--- src/rtl/bf_program_loader.sv ---
// Brainfuck program loader: encodes an ASCII source stream into 3-bit opcodes,
// writes them to program memory from address 0, checks bracket balance,
// zero-fills the rest of memory and holds the core until a clean load completes.
module bf_program_loader #(
  parameter int PRG_AW   = 8,
  parameter int INSTR_W  = 3,
  parameter int STACK_AW = 4
) (
  input  logic               i_clock,
  input  logic               i_reset_n,
  input  logic               i_start,
  input  logic               i_byte_valid,
  input  logic [7:0]         i_byte_data,
  input  logic               i_byte_last,
  output logic               o_byte_ready,
  output logic               o_prgmem_in,
  output logic [PRG_AW-1:0]  o_prgmem_addr,
  output logic [INSTR_W-1:0] o_prgmem_data,
  output logic               o_cpu_hold,
  output logic               o_done,
  output logic               o_error,
  output logic [1:0]         o_err_code,
  output logic [PRG_AW:0]    o_length
);

  localparam int              DEPTH_W   = STACK_AW + 1;
  localparam logic [DEPTH_W-1:0] MAX_DEPTH = DEPTH_W'((1 << STACK_AW) - 1);
  localparam logic [PRG_AW:0] PRG_SIZE  = (PRG_AW+1)'(1 << PRG_AW);

  typedef enum logic [2:0] {S_IDLE, S_LOAD, S_FILL, S_DONE, S_ERROR} state_t;

  state_t               state;
  logic [PRG_AW:0]      count;      // opcodes written so far, also next write address
  logic [PRG_AW:0]      fill_addr;  // next zero-fill address; reaching PRG_SIZE ends FILL
  logic [DEPTH_W-1:0]   depth;      // current bracket nesting

  logic [INSTR_W-1:0]   op;
  logic                 is_op, is_open, is_close, accept;
  logic                 err_close, err_open, err_len;
  logic [DEPTH_W-1:0]   depth_nxt;
  logic [PRG_AW:0]      count_nxt;

  // Byte decode: opcode, bracket direction and the three abort conditions
  always_comb begin
    op = '0;
    case (i_byte_data)
      8'h2B:   op = INSTR_W'(3'b010); // +
      8'h2D:   op = INSTR_W'(3'b011); // -
      8'h3E:   op = INSTR_W'(3'b100); // >
      8'h3C:   op = INSTR_W'(3'b101); // <
      8'h5B:   op = INSTR_W'(3'b110); // [
      8'h5D:   op = INSTR_W'(3'b111); // ]
      default: op = '0;               // comment byte
    endcase
    is_op     = (op != '0);
    is_open   = (i_byte_data == 8'h5B);
    is_close  = (i_byte_data == 8'h5D);
    accept    = i_byte_valid && o_byte_ready;
    err_close = is_close && (depth == '0);
    err_open  = is_open && (depth == MAX_DEPTH);
    err_len   = is_op && (count == PRG_SIZE);
    depth_nxt = depth + DEPTH_W'(is_open) - DEPTH_W'(is_close);
    count_nxt = count + (PRG_AW+1)'(is_op);
  end

  assign o_length = count;

  // Load FSM with registered memory-write port and status outputs.
  // FILL lingers one extra cycle so its final write is still presented
  // while the state is FILL; DONE follows once every address is written.
  always_ff @(posedge i_clock or negedge i_reset_n) begin
    if (!i_reset_n) begin
      state         <= S_IDLE;
      count         <= '0;
      fill_addr     <= '0;
      depth         <= '0;
      o_byte_ready  <= 1'b0;
      o_prgmem_in   <= 1'b0;
      o_prgmem_addr <= '0;
      o_prgmem_data <= '0;
      o_cpu_hold    <= 1'b1;
      o_done        <= 1'b0;
      o_error       <= 1'b0;
      o_err_code    <= 2'b00;
    end else begin
      o_prgmem_in <= 1'b0;
      case (state)
        S_IDLE, S_DONE, S_ERROR: begin
          if (i_start) begin
            state        <= S_LOAD;
            count        <= '0;
            depth        <= '0;
            o_done       <= 1'b0;
            o_error      <= 1'b0;
            o_err_code   <= 2'b00;
            o_cpu_hold   <= 1'b1;
            o_byte_ready <= 1'b1;
          end
        end
        S_LOAD: begin
          if (accept) begin
            if (err_close || err_open || err_len) begin
              state        <= S_ERROR;
              o_error      <= 1'b1;
              o_byte_ready <= 1'b0;
              o_err_code   <= err_close ? 2'b01 : (err_open ? 2'b10 : 2'b11);
            end else begin
              if (is_op) begin
                o_prgmem_in   <= 1'b1;
                o_prgmem_addr <= count[PRG_AW-1:0];
                o_prgmem_data <= op;
              end
              count <= count_nxt;
              depth <= depth_nxt;
              if (i_byte_last) begin
                o_byte_ready <= 1'b0;
                if (depth_nxt != '0) begin
                  state      <= S_ERROR;
                  o_error    <= 1'b1;
                  o_err_code <= 2'b01;
                end else if (count_nxt == PRG_SIZE) begin
                  state      <= S_DONE;
                  o_done     <= 1'b1;
                  o_cpu_hold <= 1'b0;
                end else begin
                  state     <= S_FILL;
                  fill_addr <= count_nxt;
                end
              end
            end
          end
        end
        S_FILL: begin
          if (fill_addr == PRG_SIZE) begin
            state      <= S_DONE;
            o_done     <= 1'b1;
            o_cpu_hold <= 1'b0;
          end else begin
            o_prgmem_in   <= 1'b1;
            o_prgmem_addr <= fill_addr[PRG_AW-1:0];
            o_prgmem_data <= '0;
            fill_addr     <= fill_addr + 1'b1;
          end
        end
        default: state <= S_IDLE;
      endcase
    end
  end

endmodule

--- config.mk ---
export PLATFORM = sky130hd
export DESIGN_NAME = bf_program_loader
export DESIGN_NICKNAME = d
export VERILOG_FILES = /design/src/rtl/bf_program_loader.sv
export SDC_FILE = /design/constraint.sdc
export NUM_CORES = 1
export LEC_CHECK = 0
export ABC_AREA = 1
export CORE_UTILIZATION = 50
export CTS_BUF_LIST = sky130_fd_sc_hd__clkbuf_4 sky130_fd_sc_hd__clkbuf_8 sky130_fd_sc_hd__clkbuf_16
export DETAILED_ROUTE_END_ITERATION = 6
export PLACE_DENSITY = 0.85
export SLEW_MARGIN = 20
export SYNTH_ARGS = -nofsm -noshare
export SYNTH_HDL_FRONTEND = slang
export SYNTH_SLANG_ARGS = --single-unit
--- constraint.sdc ---
create_clock -name i_clock -period 2.6 [get_ports i_clock]
set_input_delay 0.39 -clock i_clock [delete_from_list [all_inputs] [get_ports i_clock]]
set_output_delay 0.39 -clock i_clock [all_outputs]
set_load 0.05 [all_outputs]
After elaboration in Yosys (flattened, before gate mapping)

Index checks and enable logic that the tools add are counted.

Register bits after elaboration: 44
Bits in latches: 0
Memory bits (writable): 0
Memory bits (read-only): 0
Bits of input ports: 13
Memories kept: 0

Add/subtract/negate cells: 4
Multiply operators: 0
Divide/modulo/power cells: 0
Order comparisons: 0
Equality and inequality tests: 26
Shift operators: 0
Multiplexer cells: 72
Bitwise logic cells: 0
Reductions and logical operators: 21

Operator list:

| operator              | count |
|---|---|
| $mux W9               | 9 |
| $pmux W9 S2           | 2 |
| $eq A8 B6 Y1 const B  | 4 |
| $mux W8               | 4 |
| $mux W3               | 10 |
| $eq A9 B9 Y1 const B  | 3 |
| $mux W1               | 27 |
| $ne A2 B2 Y1 const B  | 10 |
| $pmux W3 S6           | 1 |
| $eq A8 B7 Y1 const B  | 2 |
| $pmux W8 S2           | 1 |
| $mux W5               | 3 |
| $mux W2               | 6 |
| $reduce_and A4 Y1     | 3 |
| $pmux W5 S2           | 1 |
| $reduce_and A5 Y1     | 2 |
| $add A9 B1 Y9         | 1 |
| $add A9 B1 Y9 const B | 1 |
| $pmux W3 S3           | 1 |
| $reduce_and A8 Y1     | 1 |
| $reduce_and A7 Y1     | 1 |
| $eq A3 B2 Y1 const B  | 2 |
| $ne A3 B3 Y1 const B  | 2 |
| $pmux W1 S2           | 3 |
| other kinds (16)      | 23 |

Depth between registers and ports, before layout

Word-level depth: 11
Mapped depth: 22
Mapped depth without buffers: 22

Worst setup path after synthesis

OpenSTA, ideal clock, no wires.

Kind: input port to flip-flop
From: input port i_byte_data[5]
To: register fill_addr[2]
Data arrival time: 2.607 ns
Data required time: 2.534 ns
Slack: -0.073 ns
Cell stages on the path: 16
Path through: nor3_2 -> nand2_1 -> ha_1 -> inv_1 -> nor2_1 -> nand2_2 -> ha_1 -> ha_1 -> or2_2 -> nor2_1 -> nand3_2 -> nor2_4 -> nand4_4 -> nand3_4 -> nand2_1 -> nand2_1

Longest elaborated chain between the ends: 10
Elaborated cells between the ends (all ways): 28

RTL lines:

| what                                       | RTL line | RTL |
|---|---|---|
| start, declared                            | 13       | `input logic [7:0] i_byte_data,` |
| $eq A8 B7 Y1, or another cell as far along | 46, 57   |  |
| $pmux W3 S6                                | 46       | `case (i_byte_data)` |
| $reduce_bool A3 Y1                         | 55       | `is_op = (op != '0);` |
| $add A9 B1 Y9                              | 63       | `count_nxt = count + (PRG_AW+1)'(is_op);` |
| $mux W9                                    | 121      | `end else if (count_nxt == PRG_SIZE) begin` |
| $mux W9                                    | 117      | `if (depth_nxt != '0) begin` |
| $mux W9                                    | 115      | `if (i_byte_last) begin` |
| $mux W9                                    | 102      | `if (err_close \|\| err_open \|\| err_len) begin` |
| $mux W9                                    | 101      | `if (accept) begin` |
| $pmux W9 S2                                | 87       | `case (state)` |
| end signal, assigned                       | 127      | `fill_addr <= count_nxt;` |
| end signal, assigned                       | 142      | `fill_addr <= fill_addr + 1'b1;` |
| end, declared                              | 34       | `logic [PRG_AW:0] fill_addr;` |

Parallel ways exist; a longest one is shown, timed or not. The select of a mux whose other input is x is not followed.
A chain may end at the register's enable or synchronous reset.

Final worst setup path

From: input port i_byte_data[6]
To: register fill_addr[6]

Same word-level chain as after synthesis.

==> results.txt <==
Status -> finished with violations
Failing checks -> negative setup slack
RSZ-0062 raised after global routing -> yes
Most frequent cells in the layout -> 145 x nand2_1, 43 x dfrtp_1, 39 x inv_1, 38 x buf_4, 34 x nand3_1
Worst EP arrival -> 2.82 ns
Antenna violations before repair -> 0
Max_cap viols -> 0
Finished Layout Cells -> 585
Cells after synthesis -> 429
Placed cell count -> 562
Gr usage total -> 27.5%
Hold_buf cts -> 0
CP Data Required Time -> 2.80 ns
Dpl hpwl -> 5960 um
CP dominant cell by count -> nand2_2
Vias in the first global route -> 3042
Post-DR vias/cell -> 5.52
Syn nets -> 455
Area Growth Syn to Fin -> 34.8%
CP startpoint kind -> input port
Max incr delay on CP -> 0.46 ns
Synth warnings -> 0
Hold slack -> 0.0702 ns
Crit path max fanout -> 6
# IOs -> 40
Synthesized area per cell -> 7.15 um^2
Post-route cell area -> 4140 um^2
Area after DPL -> 3760 um^2
Post-synth EDFFs -> 0
Sequential share of the synthesized area -> 35.9%
Post-layout util -> 69.9%
WS Path Type -> in2reg
Die W -> 80.3 um
Final Hold Vio Count -> 0
Crit path max-delay family -> simple AND/OR/NAND/NOR gates
# H-tree levels -> 2
Nets -> 535
Ys async rst share -> 100%
Crit end category -> flip-flop
DRC errors left -> 0
Worst skew pair latency -> 0.30 ns
FILL cells -> 447
Period utilisation layout -> 101%
Final min period -> 2.63 ns
Antenna Cells -> 0
Final Setup Violations -> 5
Final WS setup -> -0.0283 ns
Pre-CTS setup slack -> -0.790 ns
Maximum VDD drop -> 0.877 mV
TritonCTS clock tree -> yes
Die area -> 6460 um^2
Yosys cell types -> 38
Largest net degree at the start of global routing -> 45
Headroom to the max-slew limit -> 61.7%
Number of port buffers -> 39
Site Rows -> 28
Synth Register Bits -> 44
Grt ovf -> 0
Slowest CP cell -> fa_2
Core region area -> 5920 um^2
Num CTS Buffers -> 5
Buf+Inv Stages, Crit Path -> 4
Slew Viols, Final -> 0
Antenna Nets Post-Route -> 0
Initial Util -> 51.8%
CTS sink cnt -> 44
Clock transition at path regs -> 0.08 ns
First-pass DRT Iterations -> 5
Drt first-iter violations -> 238
Final wirelength -> 8780 um
Final GP Congestion -> 0.962
Clk_skew -> 0.00679 ns
Avg WL per Cell -> 15.0 um
Pwr dens -> 765 nW/um^2
Critical Path, Cell by Cell -> buf_8 -> nand2_4 -> nor3_4 -> nand2_2 -> inv_2 -> ha_4 -> inv_4 -> ha_4 -> fa_2 -> nor3_4 -> nand3_2 -> o21bai_4 -> buf_12 -> nand3_4 -> nand2_2 -> nand2_2
Total chip power -> 3.16 mW
Slew @ Worst Pin -> 0.574 ns
Root Buffer -> clkbuf_8
Mapped Area -> 3070 um^2
Fraction of layout cells with a size suffix above 1 -> 25.5%
Clock Path Buffers -> 2
Leak pwr -> 2.07 nW
Worst Hold Class -> in2async
Maximum clock rate -> 380 MHz
Commonest non-fill, non-tap cell in the layout -> nand2_1
Via count -> 3230
Synth Flop Type -> dfrtp_1
First-pass GRT wire length -> 13700 um
Sum Neg Setup Slack -> -0.0702 ns
Die Height -> 80.3 um
[report_power, final]
part / total (mW) / switching [mW] / internal [mW]
combinational: 1.78 / 1.23 / 0.548
clock: 0.535 / 0.239 / 0.296
sequential: 0.853 / 0.0695 / 0.784
[layout make-up]
cell class / instances / area, um^2 / area share (%)
Clock buffer: 6 / 76.3 / 1.84
Clock inverter: 2 / 35.0 / 0.847
Inverter: 51 / 199 / 4.81
Multi-Input combinational cell: 327 / 1910 / 46.1
Sequential cell: 44 / 1100 / 26.6
Tap cell: 75 / 93.8 / 2.27
Timing Repair Buffer: 80 / 723 / 17.5
[synth_stat cells (2+ instances only)]
cell type | number | area share (%)
a21oi_1 | 2 | 0.33
buf_2 | 2 | 0.33
buf_4 | 2 | 0.49
buf_6 | 2 | 0.73
clkbuf_1 | 2 | 0.24
dfrtp_1 | 43 | 35
ha_1 | 12 | 4.9
inv_1 | 44 | 5.4
inv_2 | 6 | 0.73
nand2_1 | 153 | 19
nand2_2 | 11 | 2.2
nand3_1 | 38 | 6.2
nand3_2 | 2 | 0.65
nand4_1 | 14 | 2.9
nor2_1 | 26 | 3.2
nor2_2 | 4 | 0.82
nor2_4 | 4 | 1.5
nor3_1 | 3 | 0.49
o21ai_0 | 29 | 4.7
o21ai_1 | 3 | 0.49
o21ai_2 | 5 | 1.4
xnor2_1 | 2 | 0.57
xor2_1 | 5 | 1.4
[final timing paths]
kind	startpoint	end	slack, ns	depth (start not counted)
worst max-delay path	i_byte_data[6]	fill_addr[6]$_DFFE_PN0P_	-0.03	16
worst min-delay path	i_reset_n	o_prgmem_in$_DFF_PN0_	0.07	1
worst max register to register	depth[2]$_DFFE_PN0P_	fill_addr[6]$_DFFE_PN0P_	0.44	11
worst min register to register	o_cpu_hold$_DFFE_PN1P_	o_cpu_hold$_DFFE_PN1P_	0.47	2
max in group asynchronous	i_reset_n	o_cpu_hold$_DFFE_PN1P_	2.13	1
min in group i_clock	o_cpu_hold$_DFFE_PN1P_	o_cpu_hold$_DFFE_PN1P_	0.47	2
[state kept, by name, indices dropped and copies added, names as in the netlist, 2 cells and up]
| name | flops |
|---|---|
| depth | 5 |
| fill_addr | 9 |
| o_err_code | 2 |
| o_length | 9 |
| o_prgmem_addr | 8 |
| o_prgmem_data | 3 |
| state | 3 |
[routing by layer]
layer | vias to the layer above | global-route usage, % | wire length, um | part of all wire [%]
met1 | 1528 | 32.4 | 3420 | 39
met3 | 33 | 3.86 | 437 | 5.0
met4 | 0 | 11.4 | 284 | 3.2
met5 | - | 0 | 0 | 0
met2 | 132 | 49.4 | 4640 | 53
li1 | 1537 | - | - | -
[cells by family after synthesis]
group | count (synthesis) | synth area share, %
flip-flops | 44 | 35.9
AND/OR/NAND/NOR | 263 | 39.4
adder cells (fa/ha/maj) | 13 | 5.54
buffers and inverters | 60 | 8.32
AO/OA/AOI/OAI | 41 | 7.95
XOR/XNOR | 8 | 2.89
[what timing repair did]
| action | CTS | global route |
|---|---|---|
| cloned | 2 | 1 |
| buffers inserted | 6 | 6 |
| setup endpoints to repair | 17 | 17 |
| gates resized for setup | 55 | 19 |
| pin swaps | 16 | 21 |
[worst reg2reg max path: cells and delay by family (launching register included)]
kind / cells / cell delay (ns)
AOI/OAI and AO/OA: 2 / 0.39
buffers and inverters: 2 / 0.24
and+or+nand+nor: 6 / 0.67
adders and majority gates: 1 / 0.37
DFF: 1 / 0.38
Power figures use the tool's default switching activity.
==> RTL edit 1: new RTL, config.mk and constraints unchanged <==
Change the parameter `STACK_AW` from 4 to 6.
--- a/src/rtl/bf_program_loader.sv
+++ b/src/rtl/bf_program_loader.sv
@@ -4,7 +4,7 @@
 module bf_program_loader #(
   parameter int PRG_AW   = 8,
   parameter int INSTR_W  = 3,
-  parameter int STACK_AW = 4
+  parameter int STACK_AW = 6
 ) (
   input  logic               i_clock,
   input  logic               i_reset_n,
Function: same outputs for any inputs over 4 cycles, from zero or initial values and one cycle with i_reset_n low; that may be too few to reach the edited logic, so the function may still have changed.
==> RTL edit 1 against the original RTL <==
Sequential cell count grew 2. Area after synthesis grew 8.2%. Hold slack gained 0.0098 ns. Sequential power grew 8.6%. Setup slack lost 0.050 ns. The flow still finishes with violations (setup timing). Global-route usage shrank 0.25 points. First-iteration DRC count grew 21%. Count of clock-buffer cells in the layout grew 1. Design area grew 9.3%. Largest power group unchanged. Routed wire length grew 6.7%. Combinational power grew 21%. Power grew 13%. Sequential share of layout area shrank 1.2 points. Clock power shrank 11%.
==> RTL edit 1: results <==
group,metric,value,unit
power_and_ir_drop,leakage,2.23,nW
placement,post-dp-hpwl,6470,um
final_layout,drive_gt1_frac,0.280,
yosys,seq_area_frac_synth,0.347,
power_and_ir_drop,p_sw_frac,0.505,
outcome,status,"finished with violations",
timing,setup_ws,-0.0788,ns
setup_path,slowest_delay,0.20,ns
yosys,async_flop_share,1.00,
placement,port_buffers,39,
timing,setup_tns,-0.481,ns
power_and_ir_drop,peakVddDrop,0.000725,V
yosys,yosys-top-cells-count,"nand2_1 (152), nand3_1 (53), inv_1 (48)",
clocking,root_buffer,"clkbuf_8",
yosys,syn_inst,478,
global_route,grt_max_degree,47,
placement,post-place-cells,626,
setup_path,worst_path_max_delay_cell,"nor2_4",
setup_path,rr_startpoint,"depth[0]",
placement,dp_slack,-0.960,ns
timing,finalSetupViolCount,10,
clocking,clock_path_buffers,2,
route,wl_per_cell,14.4,um
timing,worstMarginPinSlew,0.577,ns
setup_path,r2r_slack,0.32,ns
setup_path,reg2reg_depth,14,
final_layout,layout.nets,601,
outcome,violations,"setup timing",
timing,skew,0.00528,ns
global_route,grt_usage,0.272,
yosys,ys_top_cells_by_area,"dfrtp_1 (34%), nand2_1 (17%), nand3_1 (8.0%)",
route,viasPerCell,5.58,
placement,gp_congestion,0.905,
global_route,grt_pass1_wl,15500,um
timing,holdWs,0.0800,ns
placement,post_dp_cell_area,4150,um^2
yosys,synth_fp_nets,508,
yosys,yosysUniqueCellTypes,38,
final_layout,fin_cells,649,
route,drtIter0Drc,289,
global_route,grt_pass1_vias,3464,
==> RTL edit 1: cell types whose count changed after synthesis, moves of 3 or more <==
cell     delta
a21oi_1     +8
nor3_1      +3
nand4_1     -7
nand3_1    +15
nor2_1     +12
inv_1       +4
ha_1        +4
o21ai_0     +7
o21ai_2     +3
==> RTL edit 1: cells by family after synthesis <==
logic type      after synthesis  synth area share
fa+ha+maj                    17            0.0663
buf+inv                      64            0.0799
compound gates               63             0.110
flops                        46             0.347
xor+xnor                      7            0.0185
simple gates                281             0.378
==> RTL edit 1: worst max path at each step <==
stage	startpoint	end	slack, ns
6_report	i_byte_data[2]	fill_addr[3]	-0.08
5_1_grt	i_byte_data[7]	fill_addr[3]	-0.18
4_1_cts	i_byte_data[0]	fill_addr[6]	-0.06
3_5_place_dp	i_byte_data[0]	fill_addr[3]	-0.96
3_3_place_gp	i_byte_data[0]	fill_addr[5]	-0.82
2_1_floorplan	i_byte_data[0]	fill_addr[0]	-0.05
==> RTL edit 1: metal layers <==
metal,share of wire,vias to the layer above,wire (um),GRT usage
li1,-,1731,-,-
met1,0.42,1696,3900,0.348
met2,0.49,165,4590,0.472
met3,0.067,28,631,0.0425
met4,0.026,0,248,0.0909
met5,0,-,0,0
==> RTL edit 1: power groups by stage <==
stage	Clock [mW]	Sequential [mW]	Combinational, mW
6_report	0.474	0.926	2.16
5_1_grt	0.506	0.942	2.38
4_1_cts	0.476	0.927	2.06
3_5_place_dp	0	0.940	1.97
3_3_place_gp	0	0.936	1.91
2_1_floorplan	0	1.19	1.14
==> RTL edit 1: layout make-up <==
class / count / area, um^2
clock buffer: 7 / 90.1
clock inverter: 1 / 5.00
fill: 467 / 1860
inverter: 54 / 223
multi-input combinational: 370 / 2140
sequential: 46 / 1150
tap: 77 / 96.3
timing repair buffer: 94 / 821
==> RTL edit 1: critical path: cells and delay by family <==
family        cells  cell delay, ns
fa+ha+maj         3            0.50
buf+inv           5            0.52
simple gates     15            1.52
==> RTL edit 1: what timing repair did <==
item	4_1_cts	5_1_grt
gates resized for setup	54	34
endpoints found under the hold margin	0	0
setup endpoints to repair	25	18
gates cloned	2	0
pin swaps	24	27
buffers inserted	8	6
==> RTL edit 2: new RTL, same settings <==
Without the edit above. Register the output `o_error` once more; this adds one clock of latency there. The other outputs are not delayed to match.
--- a/src/rtl/bf_program_loader.sv
+++ b/src/rtl/bf_program_loader.sv
@@ -28,6 +28,8 @@
   localparam logic [PRG_AW:0] PRG_SIZE  = (PRG_AW+1)'(1 << PRG_AW);
 
   typedef enum logic [2:0] {S_IDLE, S_LOAD, S_FILL, S_DONE, S_ERROR} state_t;
+
+  logic o_error_s0;
 
   state_t               state;
   logic [PRG_AW:0]      count;      // opcodes written so far, also next write address
@@ -80,7 +82,7 @@
       o_prgmem_data <= '0;
       o_cpu_hold    <= 1'b1;
       o_done        <= 1'b0;
-      o_error       <= 1'b0;
+      o_error_s0    <= 1'b0;
       o_err_code    <= 2'b00;
     end else begin
       o_prgmem_in <= 1'b0;
@@ -91,7 +93,7 @@
             count        <= '0;
             depth        <= '0;
             o_done       <= 1'b0;
-            o_error      <= 1'b0;
+            o_error_s0   <= 1'b0;
             o_err_code   <= 2'b00;
             o_cpu_hold   <= 1'b1;
             o_byte_ready <= 1'b1;
@@ -101,7 +103,7 @@
           if (accept) begin
             if (err_close || err_open || err_len) begin
               state        <= S_ERROR;
-              o_error      <= 1'b1;
+              o_error_s0   <= 1'b1;
               o_byte_ready <= 1'b0;
               o_err_code   <= err_close ? 2'b01 : (err_open ? 2'b10 : 2'b11);
             end else begin
@@ -116,7 +118,7 @@
                 o_byte_ready <= 1'b0;
                 if (depth_nxt != '0) begin
                   state      <= S_ERROR;
-                  o_error    <= 1'b1;
+                  o_error_s0 <= 1'b1;
                   o_err_code <= 2'b01;
                 end else if (count_nxt == PRG_SIZE) begin
                   state      <= S_DONE;
@@ -147,5 +149,9 @@
     end
   end
 
+  always_ff @(posedge i_clock) begin
+    o_error <= o_error_s0;
+  end
+
 endmodule
 
Check against the original RTL: not equivalent (Yosys sat finds a counterexample within 4 cycles, from zero or initial values and one cycle with i_reset_n low).
==> RTL edit 2 against the original RTL <==
Routed wire length up 8.1%. Sequential cell count up 1. Fmax down 3.3%. Area after synthesis up 1.7%. Design area up 4.1%. Die area up 1.7%. The run still ends with setup timing left. Sequential power up 2%. Power down 1.6%. Clock skew down 0.0019 ns. Via count up 5.9%. Combinational power down 10%. Non-clock buffer count up 9. Highest routed layer unchanged. Setup slack worse by 0.091 ns. Critical endpoint unchanged.
==> RTL edit 2: results <==
group,metric,value,unit
outcome,status,"finished with violations",
outcome,violations,"setup timing",
placement,post_dp_cell_area,3860,um^2
route,dr_wl_met2,4460,um
clocking,cts_setup_buffers,4,
timing,relSlewSlack,0.545,
yosys,ys_top_cells_by_area,"dfrtp_1 (34%), nand2_1 (16%), nand3_1 (7.9%)",
final_layout,drive_gt1_frac,0.284,
yosys,seq_area_frac_synth,0.360,
yosys,ys.warnings.count,0,
global_route,grt_pass1_wl,14600,um
power_and_ir_drop,combPwrFrac,0.515,
yosys,async_flop_share,0.978,
global_route,grt_util_met2,0.486,
route,dr_total_vias,3419,
route,met1Wirelength,3710,um
timing,setup_ws,-0.119,ns
power_and_ir_drop,leakage,2.13,nW
route,viasPerCell,5.80,
yosys,synth_fp_nets,451,
final_layout,antennaDiodeCount,0,
route,met3WireLength,742,um
route,wl_per_cell,16.1,um
global_route,grtUsageMet1,0.368,
route,first_pass_iters,6,
placement,post-dp-hpwl,5800,um
placement,port_buffers,39,
placement,gp_congestion,0.920,
global_route,grtUsageMet3,0.0483,
final_layout,layout.nets,539,
power_and_ir_drop,p_switching,1.45,mW
hold_path,hold_path_class,"register to register",
power_and_ir_drop,clock_power_share,0.207,
setup_path,r2r_slack,0.32,ns
timing,holdWs,0.397,ns
power_and_ir_drop,peakVddDrop,0.000627,V
global_route,grt_max_degree,45,
yosys,yosys-top-cells-count,"nand2_1 (137), nand3_1 (49), inv_1 (48)",
clocking,cts_resized,55,
power_and_ir_drop,p_int,1.66,mW
route,drtIter0Drc,519,
setup_path,worstPathArrival,2.97,ns
timing,setup_tns,-0.904,ns
hold_path,min_path_cells,0,
placement,dp_slack,-0.821,ns
yosys,yosysUniqueCellTypes,40,
global_route,grt_usage,0.289,
global_route,grt_pass1_vias,3185,
setup_path,reg2reg_to,"depth[3]",
yosys,syn_area_per_cell,7.35,um^2
timing,finalSetupViolCount,13,
timing,skew,0.00485,ns
setup_path,rr_startpoint,"state[0]",
global_route,antenna_found_initial,0,
placement,post-place-cells,568,
-- RTL edit 2: changes by cell type in the layout (fill, tap and decap cells not counted), sizes merged --
cell / change
clkbuf: -1
nand2: -16
dlygate4sd3: +1
dfxtp: +1
nand3: +9
nor2: -2
a21oi: +1
buf: +8
nand4: +2
bufinv: +1
o21a: +1
or2: -1
-- RTL edit 2: how the worst max path moves through the flow --
stage,from,end,slack [ns],depth (start not counted)
after floorplan,i_byte_data[6],o_done,0.02,18
after global placement,i_byte_data[6],o_err_code[0],-0.73,17
after detailed placement,i_byte_data[6],state[2],-0.82,16
after CTS,i_byte_data[5],fill_addr[4],-0.05,14
after global routing,i_byte_data[7],fill_addr[6],-0.19,18
final,i_byte_data[7],fill_addr[6],-0.12,18
-- RTL edit 2: final cells by class --
class                      count  area (um^2)
multi-input combinational    321         1970
fill                         414         1650
sequential                    45         1120
timing repair buffer          89          786
inverter                      51          196
tap                           75         93.8
clock buffer                   5         68.8
clock inverter                 3         65.1
-- RTL edit 2: cell families (layout without fill, tap and decap cells) --
logic type | count (synthesis) | count (layout) | share of synthesized area
buffers and inverters | 61 | 148 | 0.0850
AO/OA/AOI/OAI | 43 | 43 | 0.0858
AND/OR/NAND/NOR | 255 | 257 | 0.390
adder cells (fa/ha/maj) | 13 | 13 | 0.0545
XOR/XNOR | 8 | 8 | 0.0249
flip-flops | 45 | 45 | 0.360
-- RTL edit 2: worst max-delay path, stage by stage --
cell and delay [ns]:
buf_8 0.10, nor3_4 0.27, nand2_2 0.14, buf_6 0.14, ha_4 0.15, inv_4 0.07
nor2_8 0.04, nand2_4 0.10, ha_4 0.15, ha_4 0.20, or2_4 0.23, nor2_4 0.08
nand3_2 0.09, nor2_4 0.24, nand4_4 0.21, nand3_4 0.17, nand2_1 0.07, nand2_1 0.09
